[config.mk]
export PLATFORM = sky130hd
export DESIGN_NAME = slot_allocator_flat
export DESIGN_NICKNAME = d
export VERILOG_FILES = /design/src/rtl/slot_allocator_pkg.sv /design/src/rtl/slot_allocator_if.sv /design/src/rtl/slot_allocator_lowest_clear_index.sv /design/src/rtl/slot_allocator.sv /design/src/flat_wrapper.sv
export SDC_FILE = /design/constraint.sdc
export NUM_CORES = 1
export LEC_CHECK = 0
export CORE_MARGIN = 2
export CORE_UTILIZATION = 48
export CTS_CLUSTER_DIAMETER = 200
export DETAILED_ROUTE_END_ITERATION = 16
export GPL_TIMING_DRIVEN = 0
export MAX_ROUTING_LAYER = met4
export PLACE_DENSITY = 0.87
export SLEW_MARGIN = 20
export SYNTH_ARGS = -nofsm -noshare
export SYNTH_HDL_FRONTEND = slang
export SYNTH_SLANG_ARGS = --single-unit
[constraint.sdc]
create_clock -name clk -period 7.7 [get_ports clk]
set_clock_uncertainty 0.15 [all_clocks]
set_input_delay 1.54 -clock clk [delete_from_list [all_inputs] [get_ports clk]]
set_output_delay 1.54 -clock clk [all_outputs]
set_load 0.01 [all_outputs]
[src/rtl/slot_allocator_pkg.sv]
// Shared constants and helpers for the slot allocator slice.
// The index-width helper keeps the interface, top and encoder agreeing on widths.
package slot_allocator_pkg;

    localparam int DEFAULT_NUM_SLOTS = 8;

    function automatic int idx_width(input int num_slots);
        return (num_slots > 1) ? $clog2(num_slots) : 1;
    endfunction

endpackage

[src/rtl/slot_allocator_if.sv]
// Allocate / release / status bundle between request issue logic and the slot allocator.
// The master side is the requester; the slave side is the allocator itself.
interface slot_allocator_if
    import slot_allocator_pkg::*;
#(
    parameter int NUM_SLOTS = DEFAULT_NUM_SLOTS
);
    localparam int IDX_WIDTH = idx_width(NUM_SLOTS);

    logic                 alloc_req;
    logic                 alloc_ready;
    logic [IDX_WIDTH-1:0] alloc_idx;
    logic                 free_en;
    logic [IDX_WIDTH-1:0] free_idx;
    logic                 flush_en;
    logic [NUM_SLOTS-1:0] busy_mask;
    logic [IDX_WIDTH:0]   busy_count;
    logic                 empty;
    logic                 error_bad_free;

    modport master (
        output alloc_req, free_en, free_idx, flush_en,
        input  alloc_ready, alloc_idx, busy_mask, busy_count, empty, error_bad_free
    );

    modport slave (
        input  alloc_req, free_en, free_idx, flush_en,
        output alloc_ready, alloc_idx, busy_mask, busy_count, empty, error_bad_free
    );

endinterface

[src/rtl/slot_allocator_lowest_clear_index.sv]
// Combinational priority encoder: reports the lowest-numbered zero bit of in_bits.
// found is low only when every bit is set.
module lowest_clear_index
    import slot_allocator_pkg::*;
#(
    parameter int WIDTH = DEFAULT_NUM_SLOTS
) (
    input  logic [WIDTH-1:0]            in_bits,
    output logic                        found,
    output logic [idx_width(WIDTH)-1:0] idx
);
    localparam int IW = idx_width(WIDTH);

    // Scanning downward lets the lowest clear bit overwrite any higher one.
    always_comb begin
        found = 1'b0;
        idx   = '0;
        for (int i = WIDTH - 1; i >= 0; i--) begin
            if (!in_bits[i]) begin
                found = 1'b1;
                idx   = IW'(i);
            end
        end
    end

endmodule

[src/rtl/slot_allocator.sv]
// Busy-bitmap slot allocator: grants the lowest free slot, accepts releases and flush.
// The next candidate is encoded from the next-state mask and registered, so alloc_idx is a flop.
module slot_allocator
    import slot_allocator_pkg::*;
#(
    parameter int NUM_SLOTS = DEFAULT_NUM_SLOTS
) (
    input  logic           clk,
    input  logic           reset_n,
    slot_allocator_if.slave bus
);
    localparam int IDX_WIDTH = idx_width(NUM_SLOTS);

    logic [NUM_SLOTS-1:0] busy_mask_q;
    logic [NUM_SLOTS-1:0] next_mask;
    logic [IDX_WIDTH:0]   busy_count_q;
    logic [IDX_WIDTH:0]   next_count;
    logic                 cand_valid;
    logic [IDX_WIDTH-1:0] cand_idx;
    logic                 error_q;
    logic                 alloc_ready;
    logic                 grant;
    logic                 free_hit;
    logic                 free_bad;
    logic                 enc_found;
    logic [IDX_WIDTH-1:0] enc_idx;

    assign alloc_ready = cand_valid & ~bus.flush_en;
    assign grant       = bus.alloc_req & alloc_ready;

    // A free aimed at the slot being granted this cycle sees it clear, so it counts as bad.
    assign free_hit = bus.free_en & ~bus.flush_en & busy_mask_q[bus.free_idx];
    assign free_bad = bus.free_en & ~bus.flush_en & ~busy_mask_q[bus.free_idx];

    always_comb begin
        next_mask  = busy_mask_q;
        next_count = busy_count_q;
        if (grant) begin
            next_mask[cand_idx] = 1'b1;
        end
        if (free_hit) begin
            next_mask[bus.free_idx] = 1'b0;
        end
        if (grant && !free_hit) begin
            next_count = busy_count_q + (IDX_WIDTH + 1)'(1);
        end else if (!grant && free_hit) begin
            next_count = busy_count_q - (IDX_WIDTH + 1)'(1);
        end
        if (bus.flush_en) begin
            next_mask  = '0;
            next_count = '0;
        end
    end

    lowest_clear_index #(
        .WIDTH(NUM_SLOTS)
    ) u_candidate (
        .in_bits(next_mask),
        .found  (enc_found),
        .idx    (enc_idx)
    );

    // When the pool fills up the old candidate index is simply held; it is unused until a slot frees.
    always_ff @(posedge clk or negedge reset_n) begin
        if (!reset_n) begin
            busy_mask_q  <= '0;
            busy_count_q <= '0;
            cand_valid   <= 1'b1;
            cand_idx     <= '0;
            error_q      <= 1'b0;
        end else begin
            busy_mask_q  <= next_mask;
            busy_count_q <= next_count;
            cand_valid   <= enc_found;
            if (enc_found) begin
                cand_idx <= enc_idx;
            end
            error_q      <= free_bad;
        end
    end

    assign bus.alloc_ready    = alloc_ready;
    assign bus.alloc_idx      = cand_idx;
    assign bus.busy_mask      = busy_mask_q;
    assign bus.busy_count     = busy_count_q;
    assign bus.empty          = (busy_count_q == '0);
    assign bus.error_bad_free = error_q;

    count_matches_mask: assert property (@(posedge clk) disable iff (!reset_n)
        32'(busy_count_q) == $countones(busy_mask_q));

    candidate_is_free: assert property (@(posedge clk) disable iff (!reset_n)
        cand_valid |-> !busy_mask_q[cand_idx]);

endmodule

[src/flat_wrapper.sv]
// flat-port wrapper written by rule: the top's interface ports become plain ports
module slot_allocator_flat import slot_allocator_pkg::*;
#(
    parameter int NUM_SLOTS = DEFAULT_NUM_SLOTS
)
  (clk, reset_n, bus_alloc_req, bus_free_en, bus_free_idx, bus_flush_en, bus_alloc_ready, bus_alloc_idx, bus_busy_mask, bus_busy_count, bus_empty, bus_error_bad_free);
  slot_allocator_if #(.NUM_SLOTS(NUM_SLOTS)) bus_i ();
  input  logic clk;
  input  logic reset_n;
  input wire logic [$bits(bus_i.alloc_req)-1:0] bus_alloc_req;
  input wire logic [$bits(bus_i.free_en)-1:0] bus_free_en;
  input wire logic [$bits(bus_i.free_idx)-1:0] bus_free_idx;
  input wire logic [$bits(bus_i.flush_en)-1:0] bus_flush_en;
  output wire logic [$bits(bus_i.alloc_ready)-1:0] bus_alloc_ready;
  output wire logic [$bits(bus_i.alloc_idx)-1:0] bus_alloc_idx;
  output wire logic [$bits(bus_i.busy_mask)-1:0] bus_busy_mask;
  output wire logic [$bits(bus_i.busy_count)-1:0] bus_busy_count;
  output wire logic [$bits(bus_i.empty)-1:0] bus_empty;
  output wire logic [$bits(bus_i.error_bad_free)-1:0] bus_error_bad_free;
  assign bus_i.alloc_req = bus_alloc_req;
  assign bus_i.free_en = bus_free_en;
  assign bus_i.free_idx = bus_free_idx;
  assign bus_i.flush_en = bus_flush_en;
  assign bus_alloc_ready = bus_i.alloc_ready;
  assign bus_alloc_idx = bus_i.alloc_idx;
  assign bus_busy_mask = bus_i.busy_mask;
  assign bus_busy_count = bus_i.busy_count;
  assign bus_empty = bus_i.empty;
  assign bus_error_bad_free = bus_i.error_bad_free;
  slot_allocator #(.NUM_SLOTS(NUM_SLOTS)) u_core (.clk(clk), .reset_n(reset_n), .bus(bus_i));
endmodule
==> impl_metrics.yaml, run 1 <==
critical_path:
  required_ns: 6.01
  cpPeakStageDelay_ns: 0.54
  crit_type: "input pin to output pin"
  crit_slowest_cell: "clkdlybuf4s50_1"
  crit_buf_inv: 3
  crit_chain: "clkdlybuf4s50_1 -> clkbuf_8 -> nor2b_1 -> clkdlybuf4s50_1"
  crit_path_start_kind: "input pin"
  crit_top_cell: "clkdlybuf4s50_1"
  r2r_cells: 11
  critPathTopFamily: "buffers and inverters"
  cp_num_cells: 4
  critPathCaptureType: "output pin"
  cp.arrival_ns: 2.85
  crit_fanout: 10
grt:
  grt_antenna_before_repair: 0
  grt_usage_pct: 24.7
  grt_pass1_wl_mm: 5.26
  grt_overflow: 0
  grt_max_degree: 18
  grt_pass1_vias: 1155
logic_synthesis:
  yosysWarnings: 0
  synth_fp_nets: 144
  synthAdderAreaFrac_pct: 3.60
  synth_top_cell_area_share_pct: 32.0
  syn_area_um2: 1250
  synth_mux_area_share_pct: 5.59
  ys_top_cells_by_count: "16 x dfrtp_1, 16 x nor2_1, 12 x inv_1, 8 x nand2_1, 5 x a21oi_1"
  yosys-top-cells-area: "dfrtp_1 32%, nor2_1 4.8%, inv_1 3.6%, mux2i_1 3.2%, a41oi_1 2.8%"
  async_reset_ff_share_pct: 100
  synth_area_leader_cell: "dfrtp_1"
  seq_area_frac_synth_pct: 34.1
  avgSynthCellArea_um2: 9.42
  syn_inst: 133
  synthSimpleGateAreaFrac_pct: 23.9
  synth_compound_area_share_pct: 22.8
  synth_xor_area_share_pct: 2.90
  synth_edf_count: 0
  ys.flop_type: "dfrtp_1"
  synth_top_family_by_area: "simple AND/OR/NAND/NOR gates"
  synth_cell_type_count: 51
  ys_ff_latch: 17
layout:
  fin_nets: 172
  syn_to_final_growth_pct: 23.6
  final_cells: 190
  antennaDiodeCount: 0
  drive_gt1_share_pct: 15.6
timing:
  report.final.hold_viol_count: 0
  rsz0062_at_grt: "false"
  setup_tns_ns: 0
  report.final.slew_viol_count: 0
  maxSlewHeadroom_pct: 46.5
  fmax_mhz: 220
  min_period_ns: 4.54
  worst_pin_slew_ns: 0.800
  fin_crit_sh_pct: 58.9
  finalSetupViolCount: 0
  fin_hold_ws_ns: 0.541
clock_tree:
  cts_max_level: 1
  clkLatencyLatePin_ns: 0.31
  clock_path_buffers: 2
  root_buffer: "clkbuf_4"
  postCtsSetupRepairBufs: 0
  clock_sinks: 17
  hold_buffers: 0
  cts_buffers: 3
  cts_tree: "done"
  path_clk_slew_ns: 0.11
  cts_resized: 0
placed_design:
  dp.cells: 186
  dp.final_hpwl_mm: 2.45
  gp_congestion: 0.892
  port_buffers: 23
floorplan:
  start_util_pct: 50.6
  dieHeight_um: 55.1
  ioPinCount: 26
  design.core.area_um2: 2480
  fp-row-count: 18
  die_area_um2: 3030
  dieWidth_um: 55.1
drt:
  routed_wl_mm: 3.19
  firstDrtPassIters: 4
  postRouteAntennaNets: 0
  drt-wirelength-per-cell_um: 16.8
  drtIter0Drc: 58
  via_count: 1149
  avgViaCountPerCell: 6.05
  route.detailed.drc: 0
power_and_ir_drop:
  p_per_area_nw_per_um2: 146
  max-vdd-ir-drop_uv: 91.5
  leakage_uw: 0.000699
  power.total_uw: 227
min_path:
  hold_path_class: "register to register"
  hold_depth: 2
flow_run:
  drv_cap: 0
run_status:
  status: "completed"
-- metrics by stage --
| stage | utilization, % | setup WS, ns | cell area (um2) |
|---|---|---|---|
| 5_1_grt | 62.5 | 3.10 | 1550 |
| 4_1_cts | 62.5 | 3.16 | 1550 |
| 3_5_place_dp | 61.4 | 3.09 | 1520 |
| 2_1_floorplan | - | 3.83 | 1250 |
| 6_report | 62.5 | 3.16 | 1550 |
| 3_3_place_gp | 61.4 | 3.16 | 1520 |
-- layout make-up --
type                            count  area, um2
Buffer                              4       41.3
Multi-Input combinational cell     99        736
Timing Repair Buffer               23        230
Tap cell                           30       37.5
Inverter                           13       48.8
Clock inverter                      1       5.00
Clock buffer                        3       22.5
Sequential cell                    17        427
Fill cell                         219        930
-- flip-flops by register name (all words and copies together) (netlist names) --
register                   cells
u_core.bus.busy_count          4
u_core.bus.busy_mask           8
u_core.cand_valid              1
u_core.bus.error_bad_free      1
u_core.bus.alloc_idx           3
-- placed cells by master (no fill, tap or decap), types with 2 or more instances in the layout --
master and n:
ha_1 2, a22o_1 2, nand2_1 8, o31a_1 2, mux2i_1 4, inv_1 12, a41oi_1 4, dfrtp_1 16
and2_1 4, nand3_1 3, mux2_4 2, o21ai_0 4, a31oi_1 2, nor2_1 16, a21o_1 2, a21oi_1 5
nor4_1 2, buf_6 2, a32oi_1 3, clkbuf_4 3, clkdlybuf4s50_1 23, o211ai_1 3, nor2b_1 4, nor3_1 2
-- layer usage --
| metal | vias up | GRT usage (%) | share of wire (%) |
|---|---|---|---|
| met5 | - | - | 0 |
| met4 | 0 | 8.94 | 2.5 |
| met3 | 9 | 2.42 | 6.9 |
| met2 | 56 | 42.3 | 48 |
| met1 | 541 | 30.2 | 42 |
| li1 | 543 | - | - |
-- power breakdown --
group,total (uW),switching (uW),internal [uW]
registers,103,7.84,94.7
clock network,52.2,32.8,19.4
logic,71.9,35.9,36.0
total,227,76.5,150
-- worst paths after layout --
kind                                              start                  endpoint  slack (ns)
max in group asynchronous                       reset_n  u_core.bus.busy_count[1]        5.37
min in group asynchronous                       reset_n  u_core.bus.busy_count[2]        1.53
worst min register to register  u_core.bus.alloc_idx[2]   u_core.bus.alloc_idx[2]        0.54
worst max-delay path                       bus_flush_en           bus_alloc_ready        3.16
worst min-delay path            u_core.bus.alloc_idx[2]   u_core.bus.alloc_idx[2]        0.54
worst max register to register  u_core.bus.busy_mask[1]  u_core.bus.busy_count[3]        4.79
-- worst register-to-register path, delay by kind of cell, from the launching register on --
family / cells / cell delay (ns)
adders and majority gates: 1 / 0.25
DFF: 1 / 0.44
AOI/OAI and AO/OA: 6 / 1.01
and+or+nand+nor: 4 / 0.96
-- kinds of logic (layout without fill, tap and decap cells) --
group	count (synthesis)	count (layout)
buffers and inverters	17	44
and+or+nand+nor	51	51
AOI/OAI and AO/OA	37	37
muxes	6	6
xor gates and xnor gates	2	2
DFF	17	17
adders and majority gates	3	3
No activity file was read; power rests on OpenSTA's default activity.
==> run 2: changes to the inputs <==
==> constraint.sdc (replaced) <==
create_clock -name clk -period 4.2 [get_ports clk]
set_clock_uncertainty 0.15 [all_clocks]
set_input_delay 0.84 -clock clk [delete_from_list [all_inputs] [get_ports clk]]
set_output_delay 0.84 -clock clk [all_outputs]
set_load 0.01 [all_outputs]
==> results of run 2 <==
The final DEF is identical to that of run 1. Status: completed.
Among the figures that moved: setup slack after placement 3.09 ns -> 0.293 ns; setup slack after layout 3.16 ns -> 0.589 ns; start point of the critical path bus_flush_en -> bus_free_idx[1]; end point of the critical path bus_alloc_ready -> u_core.bus.busy_count[3]; register-to-register setup slack 4.79 ns -> 1.29 ns; total power 227 uW -> 415 uW; worst IR drop on VDD 91.5 uV -> 168 uV
==> run 3: changes to the inputs <==
--- a/config.mk
+++ b/config.mk
@@ -5,6 +5,7 @@
 export SDC_FILE = /design/constraint.sdc
 export NUM_CORES = 1
 export LEC_CHECK = 0
+export CORE_ASPECT_RATIO = 0.8
 export CORE_MARGIN = 2
 export CORE_UTILIZATION = 48
 export CTS_CLUSTER_DIAMETER = 200
@@ -12,6 +13,7 @@
 export GPL_TIMING_DRIVEN = 0
 export MAX_ROUTING_LAYER = met4
 export PLACE_DENSITY = 0.87
+export REMOVE_ABC_BUFFERS = 1
 export SLEW_MARGIN = 20
 export SYNTH_ARGS = -nofsm -noshare
 export SYNTH_HDL_FRONTEND = slang
==> run 3 against run 2 <==
  * Sequential share of layout area rose by 0.20 points
  * Highest routed layer unchanged
  * Largest cell class unchanged
  * Design area fell by 0.73%
  * Register-to-register slack better by 0.02 ns
  * Largest power group unchanged
==> impl_metrics.yaml, run 3 (synthesis results as in run 1) <==
grt:
  grt_max_degree: 18
  grt_usage_pct: 23.8
  grt_pass1_vias: 1123
  grt_pass1_wl_mm: 5.28
  grt_antenna_before_repair: 0
  grt_overflow: 0
clock_tree:
  clock_sinks: 17
  clock_path_buffers: 2
  clkLatencyLatePin_ns: 0.31
  cts_max_level: 1
  path_clk_slew_ns: 0.11
  root_buffer: "clkbuf_4"
  cts_buffers: 3
  hold_buffers: 0
  postCtsSetupRepairBufs: 0
  cts_resized: 0
  cts_tree: "done"
drt:
  drtIter0Drc: 95
  drt-met1-wl_mm: 1.30
  avgViaCountPerCell: 6.10
  route.detailed.drc: 0
  wl_met3_um: 340
  routed_wl_mm: 3.12
  postRouteAntennaNets: 0
  via_count: 1183
  drt-wirelength-per-cell_um: 16.1
  topRoutingLayerUsed: "met4"
  firstDrtPassIters: 5
  dr_wl_met2_mm: 1.43
timing:
  rsz0062_at_grt: "false"
  report.final.slew_viol_count: 0
  worst_pin_slew_ns: 0.749
  maxSlewHeadroom_pct: 49.9
  setup_tns_ns: 0
  min_period_ns: 3.72
  fin_crit_sh_pct: 88.5
  report.final.hold_viol_count: 0
  finalSetupViolCount: 0
  fmax_mhz: 269
power_and_ir_drop:
  p_per_area_nw_per_um2: 267
  max-vdd-ir-drop_uv: 144
  leakage_uw: 0.000680
critical_path:
  crit_fanout: 11
  regToRegSetupSlack_ns: 1.31
  crit_slowest_cell: "clkdlybuf4s50_1"
  required_ns: 4.25
  r2r_cells: 11
  crit_buf_inv: 1
  crit_type: "input pin to register"
  crit_chain: "clkdlybuf4s50_1 -> mux2i_1 -> o2bb2ai_1 -> a211o_2 -> nand2_1 -> nand2_1 -> ha_1 -> a21o_1 -> a21oi_1 -> o21ai_0 -> a21oi_1 -> o21ai_0"
  cp_num_cells: 12
  critPathCaptureType: "register"
  crit_path_start_kind: "input pin"
  critPathTopFamily: "compound AO/OA/AOI/OAI gates"
  cpPeakStageDelay_ns: 0.73
  cp.arrival_ns: 3.77
flow_run:
  drv_cap: 0
layout:
  antennaDiodeCount: 0
  largest_reg_flops: 8
  fin_nets: 170
  nFillCells: 214
  post-route-util_pct: 62.4
  mostFrequentLayoutCell: "clkdlybuf4s50_1"
  final_cell_mix: "25 x clkdlybuf4s50_1, 16 x nor2_1, 16 x dfrtp_1"
  drive_gt1_share_pct: 13.3
  final_cells: 194
  syn_to_final_growth_pct: 22.7
floorplan:
  dieWidth_um: 61.1
  fp-row-count: 16
  die_area_um2: 3040
  ioPinCount: 26
  design.core.area_um2: 2460
  start_util_pct: 50.9
  dieHeight_um: 49.7
min_path:
  hold_depth: 2
  hold_path_class: "register to register"
run_status:
  status: "completed"
placed_design:
  gp_congestion: 0.961
  dp.final_hpwl_mm: 2.39
  dp.cells: 190
  port_buffers: 25
## run 3: worst min-delay path: cells and delay by family (launching register included)
kind,cells,cell delay (ns)
flops,1,0.45
simple gates,1,0.11
compound gates,1,0.10
## run 3: final timing paths
kind	from	to
max	bus_free_idx[1]	u_core.bus.busy_count[3]
min	u_core.bus.busy_count[2]	u_core.bus.busy_count[2]
max reg2reg	u_core.bus.busy_mask[1]	u_core.bus.busy_count[3]
min reg2reg	u_core.bus.busy_count[2]	u_core.bus.busy_count[2]
max in group asynchronous	reset_n	u_core.bus.busy_count[0]
min in group asynchronous	reset_n	u_core.bus.busy_mask[2]
## run 3: layout make-up
| cell class | count | area, um2 | area share [%] |
|---|---|---|---|
| multi-input cells | 99 | 736 | 47.9 |
| flip-flops and latches | 17 | 427 | 27.8 |
| repair buffers | 25 | 250 | 16.3 |
| inverters | 13 | 48.8 | 3.18 |
| well taps | 36 | 45.0 | 2.93 |
| clock buffers | 3 | 22.5 | 1.47 |
| clock inverters | 1 | 7.51 | 0.489 |
## run 3: stage by stage
stage	power, uW	hold slack, ns	setup WS, ns	instance area [um2]
final	411	0.555	0.482	1540
after global routing	436	0.603	0.309	1540
after CTS	411	0.533	0.521	1540
after detailed placement	317	0.510	0.171	1510
after global placement	314	0.488	0.256	1510
after floorplan	259	0.394	1.15	1210
## run 3: power by group
group	leakage, uW	internal, uW	switching (uW)
clock network	0.0000139	36.5	58.2
logic	0.000439	63.7	65.0
registers	0.000227	174	13.9
total	0.000680	274	137
## run 3: layer usage
metal | global-route usage, % | up-vias
li1 | - | 540
met1 | 32.1 | 564
met2 | 33.3 | 72
met3 | 8.66 | 7
met4 | 7.25 | 0
met5 | - | -
